**config.mk**
```make
export PLATFORM = sky130hd
export DESIGN_NAME = serial_digit_sub
export DESIGN_NICKNAME = d
export VERILOG_FILES = /design/src/rtl/serial_digit_sub.sv
export SDC_FILE = /design/constraint.sdc
export NUM_CORES = 1
export LEC_CHECK = 0
export ABC_AREA = 1
export CORE_AREA = 2 2 96 98
export CTS_BUF_LIST = sky130_fd_sc_hd__clkbuf_4 sky130_fd_sc_hd__clkbuf_8
export CTS_CLUSTER_DIAMETER = 60
export CTS_CLUSTER_SIZE = 24
export DETAILED_ROUTE_END_ITERATION = 10
export DIE_AREA = 0 0 98 100
export PLACE_DENSITY = 0.9
export SYNTH_ARGS = -nofsm -noshare
export SYNTH_HDL_FRONTEND = slang
export SYNTH_SLANG_ARGS = --single-unit
```
**constraint.sdc**
```tcl
create_clock -name clk -period 3.2 [get_ports clk]
set_input_delay 0.32 -clock clk [delete_from_list [all_inputs] [get_ports clk]]
set_output_delay 0.32 -clock clk [all_outputs]
set_load 0.1 [all_outputs]
```
**src/rtl/serial_digit_sub.sv**
```systemverilog
`timescale 1ns/1ps
// Digit-serial subtractor: a - b - bin over WIDTH bits, DIGIT bits per cycle, LSB first,
// with optional magnitude-plus-sign result for the floating-point datapath.
module serial_digit_sub #(
    parameter int unsigned WIDTH = 24,
    parameter int unsigned DIGIT = 4
) (
    input  logic             clk,
    input  logic             rst,
    input  logic             start,
    input  logic [WIDTH-1:0] a,
    input  logic [WIDTH-1:0] b,
    input  logic             bin,
    input  logic             mode,
    output logic             busy,
    output logic             done,
    output logic [WIDTH-1:0] diff,
    output logic             bout,
    output logic             neg,
    output logic             zero
);

    localparam int unsigned N     = WIDTH / DIGIT;
    localparam int unsigned CNT_W = (N > 1) ? $clog2(N) : 1;
    localparam logic [CNT_W-1:0] LAST = CNT_W'(N - 1);

    typedef enum logic [1:0] {IDLE, RUN, NEG, DONE} state_t;

    state_t             state_q, state_n;
    logic [WIDTH-1:0]   a_q, a_n, b_q, b_n;
    logic [WIDTH-1:0]   diff_q, diff_n;
    logic [CNT_W-1:0]   count_q, count_n;
    logic               borrow_q, borrow_n, mode_q, mode_n;
    logic               bout_q, bout_n, neg_q, neg_n, zero_q, zero_n;
    logic               busy_q, busy_n, done_q, done_n;

    logic [DIGIT-1:0]   a_dig, b_dig, d_dig;
    logic               br_chain;

    // Operands shift right each RUN cycle so the current digit is always at the bottom.
    assign a_dig = a_q[DIGIT-1:0];
    assign b_dig = b_q[DIGIT-1:0];

    // Ripple-borrow full-subtract chain across one digit.
    always_comb begin
        d_dig    = '0;
        br_chain = borrow_q;
        for (int i = 0; i < int'(DIGIT); i++) begin
            d_dig[i] = a_dig[i] ^ b_dig[i] ^ br_chain;
            br_chain = (~a_dig[i] & b_dig[i]) | (~(a_dig[i] ^ b_dig[i]) & br_chain);
        end
    end

    always_comb begin
        state_n  = state_q;
        a_n      = a_q;
        b_n      = b_q;
        diff_n   = diff_q;
        count_n  = count_q;
        borrow_n = borrow_q;
        mode_n   = mode_q;
        bout_n   = bout_q;
        neg_n    = neg_q;
        zero_n   = zero_q;

        unique case (state_q)
            IDLE: begin
                if (start) begin
                    a_n      = a;
                    b_n      = b;
                    borrow_n = bin;
                    mode_n   = mode;
                    count_n  = '0;
                    diff_n   = '0;
                    bout_n   = 1'b0;
                    neg_n    = 1'b0;
                    zero_n   = 1'b0;
                    state_n  = RUN;
                end
            end
            RUN: begin
                // diff is cleared on accept, so OR-ing each digit into place is sufficient.
                diff_n   = diff_q | (WIDTH'(d_dig) << (count_q * DIGIT));
                a_n      = a_q >> DIGIT;
                b_n      = b_q >> DIGIT;
                borrow_n = br_chain;
                count_n  = count_q + CNT_W'(1);
                if (count_q == LAST) begin
                    bout_n  = br_chain;
                    state_n = (mode_q && br_chain) ? NEG : DONE;
                end
            end
            NEG: begin
                diff_n  = ~diff_q + WIDTH'(1);
                neg_n   = 1'b1;
                state_n = DONE;
            end
            DONE: begin
                state_n = IDLE;
            end
            default: begin
                state_n = IDLE;
            end
        endcase

        if (state_n == DONE) begin
            zero_n = (diff_n == '0);
        end
        done_n = (state_n == DONE);
        busy_n = (state_n == RUN) || (state_n == NEG);
    end

    always_ff @(posedge clk or posedge rst) begin
        if (rst) begin
            state_q  <= IDLE;
            a_q      <= '0;
            b_q      <= '0;
            diff_q   <= '0;
            count_q  <= '0;
            borrow_q <= 1'b0;
            mode_q   <= 1'b0;
            bout_q   <= 1'b0;
            neg_q    <= 1'b0;
            zero_q   <= 1'b0;
            busy_q   <= 1'b0;
            done_q   <= 1'b0;
        end else begin
            state_q  <= state_n;
            a_q      <= a_n;
            b_q      <= b_n;
            diff_q   <= diff_n;
            count_q  <= count_n;
            borrow_q <= borrow_n;
            mode_q   <= mode_n;
            bout_q   <= bout_n;
            neg_q    <= neg_n;
            zero_q   <= zero_n;
            busy_q   <= busy_n;
            done_q   <= done_n;
        end
    end

    assign busy = busy_q;
    assign done = done_q;
    assign diff = diff_q;
    assign bout = bout_q;
    assign neg  = neg_q;
    assign zero = zero_q;

endmodule

```
==> results.toml <==
[placed_design]
dpl.hpwl_um = 9205
dp_worst_setup_slack_ps = 279.5
gp_congestion = 0.9953
numPortBuffers = 81
dpl_cell_area_um2 = 5605

[timing]
finalCriticalPeriod_ps = 2948
fmax_mhz = 339.2
setup_ws_ps = 251.6
finalHoldViolCount = 0
period_share = 0.9214
worst_clock_skew_ps = 11.60
drv_slew = 0
rsz0062_at_grt = "false"
setup_violations = 0
finalSetupTns_ps = 0
tightest_slew_ps = 969.7
relSlewSlack = 0.3515

[detailed_routing]
wl_per_cell_um = 16.07
num_vias = 4500
finalWirelength_um = 12840
drt_iter0_drc = 322
viasPerCell = 5.632
antenna_left = 0
drtPass1Iterations = 5
drt_drc_violations_left = 0

[clock_tree]
h-tree-depth = 3
clock_latency_ps = 360
post_cts_resized = 0
post_cts_buffers = 0
clockRootBuffer = "clkbuf_8"
clockBufferDepth = 2
cts_sinks = 84
clkTransAtPathRegs_ps = 100
hold_buffers = 0
cts_tree = "done"
cts_inserted_buffers = 9

[grt]
grt_max_degree = 57
antenna_found_initial = 0
grtUsageTotal = 0.2718
grt_overflow = 0
grt_pass1_vias = 4517
grt_pass1_wl_um = 21440

[cells_and_area]
drive_gt1_frac = 0.1134
antenna_cells = 0
synthToLayoutAreaGrowth_pct = 23.50
fin_area_um2 = 5859
n_fill_cell = 746
fin_nets = 744

[power_and_ir_drop]
p_per_area_nw_per_um2 = 1220
vdd_drop_max_mv = 0.4359
fin_total_pwr_uw = 7149
p_leak_uw = 0.002814

[die]
die_x_um = 98
die-height_um = 100
core_area_um2 = 8890
start_util = 0.5337
rows = 35
io_pins = 82
die_area_um2 = 9800

[yosys]
synth_area_per_cell_um2 = 7.804
synth_cell_types = 34
synth_top_area_cell = "dfrtp_1"
synth_top_family_by_area = "simple AND/OR/NAND/NOR gates"
synth_compound_area_frac = 0.1232
ys.flop_type = "dfrtp_1"
yosys.area_share.simple = 0.3304
yosys-top-cells-area = "dfrtp_1 (44%), nand2_1 (15%), nand3_1 (5.2%)"
synth_edf_count = 0
synth_xor_area_frac = 0
synth_nets = 669
synth_fa_ha_area_frac = 0.02743
ys_ff_latch = 84
async_flop_share = 1.000
syn-instance-count = 608
yosysWarnings = 0
muxShareOfSynthArea = 0
synth_top_cell_area_share = 0.4430
ys_seq_area_frac = 0.4430
syn-cell-area_um2 = 4745

[setup_path]
reg2reg_depth = 17
cp-end-kind = "flop"
crit_required_ps = 3460
arrival_ps = 3210
cp-start-kind = "flop"
worstSetupPathType = "reg -> reg"
worst-path-max-fanout = 4

[run_status]
status = "completed"

[job]
cap_violations = 0

[min_path]
min_path_type = "in -> async"
==> synthesized netlist by cell type, types with 2 or more instances <==
cell and number:
o21ai_0 33, nor2_2 9, o21ai_1 4, nor2_8 2, clkbuf_1 6, inv_2 10, dfrtp_1 84, o211ai_1 11
nand2_2 6, a21oi_1 5, nand2_1 189, nor3_1 3, nand3_1 49, fa_1 4, inv_1 57, ha_1 4
nand2_4 3, nor2_4 9, buf_1 3, a22oi_1 30, nand3_2 8, buf_2 9, nand4_1 6, nor2_1 49
buf_4 2, a31oi_1 5
==> final timing paths <==
check | startpoint | end | slack, ps
setup / recovery | a_q[0]$_DFFE_PP0P_ | zero$_DFFE_PP0P_ | 250
hold / removal | rst | neg$_DFFE_PP0P_ | 420
setup reg to reg | a_q[0]$_DFFE_PP0P_ | zero$_DFFE_PP0P_ | 250
hold reg to reg | b_q[23]$_DFFE_PP0P_ | b_q[23]$_DFFE_PP0P_ | 480
max in group asynchronous | rst | diff[23]$_DFF_PP0_ | 2010
min in group clk | b_q[23]$_DFFE_PP0P_ | b_q[23]$_DFFE_PP0P_ | 480
==> metal layers <==
layer / vias to the layer above / GRT usage / part of all wire
met5: - / 0 / 0
met4: 0 / 0.1111 / 0.033
met3: 36 / 0.04457 / 0.065
met2: 205 / 0.4647 / 0.50
met1: 2126 / 0.3462 / 0.40
li1: 2133 / - / -
==> power breakdown <==
group | internal [uW] | total (uW) | switching (uW) | leakage, uW
Clock | 533 | 973 | 441 | 0.000127
Sequential | 1480 | 1900 | 421 | 0.00110
Combinational | 1140 | 4270 | 3130 | 0.00159
Total | 3160 | 7150 | 3990 | 0.00281
==> through the flow <==
step / hold slack (ps) / util / std cells
after floorplan: 436.6 / - / 608
after global placement: 457.2 / 0.6305 / 783
after detailed placement: 459.5 / 0.6305 / 783
after CTS: 447.3 / 0.6588 / 799
after global routing: 500.7 / 0.6591 / 799
final: 421.9 / 0.6591 / 799
==> cells by family after synthesis <==
group | after synthesis
and+or+nand+nor | 335
AOI/OAI and AO/OA | 92
buffers and inverters | 89
DFF | 84
adders and majority gates | 8
==> critical path: stages, from the launching register on <==
cell and delay, ps:
dfrtp_1 370, inv_1 90, fa_1 170, inv_1 50, fa_1 380, fa_1 400, fa_2 580, nand3_1 110
o21ai_1 130, nand2_1 70, nand3_1 120, nor2_1 50, nand2_1 80, nor2_1 50, nand2_1 50, nor2_1 40
nand2_1 50, nand2_1 50
==> cell type report <==
type / instances / area [um^2] / share of cell area
Clock buffer: 9 / 123.9 / 0.02114
Tap cell: 111 / 138.9 / 0.02370
Timing Repair Buffer: 85 / 825.8 / 0.1409
Clock inverter: 7 / 127.6 / 0.02178
Sequential cell: 84 / 2102 / 0.3587
Multi-Input combinational cell: 435 / 2285 / 0.3899
Inverter: 68 / 256.5 / 0.04378
==> sequential cells by signal (all words and copies together) (netlist names) <==
name      cells
mode_q        1
bout          1
a_q          24
busy          1
neg           1
zero          1
state_q       2
count_q       3
borrow_q      1
done          1
b_q          24
diff         24
==> cells in the final DEF, fill, tap and decap left out, drive strengths merged <==
cell type	n
a22oi	30
clkinv	2
bufinv	3
nand3	57
nand2	199
ha	4
a31oi	5
dfrtp	84
nor3	3
clkdlybuf4s50	75
inv	70
o21ai	37
nand3b	1
o22ai	1
buf	10
a21oi	6
fa	4
o21bai	1
nand4	6
o211ai	12
clkbuf	9
nor2	69
Power figures use the tool's default switching activity.
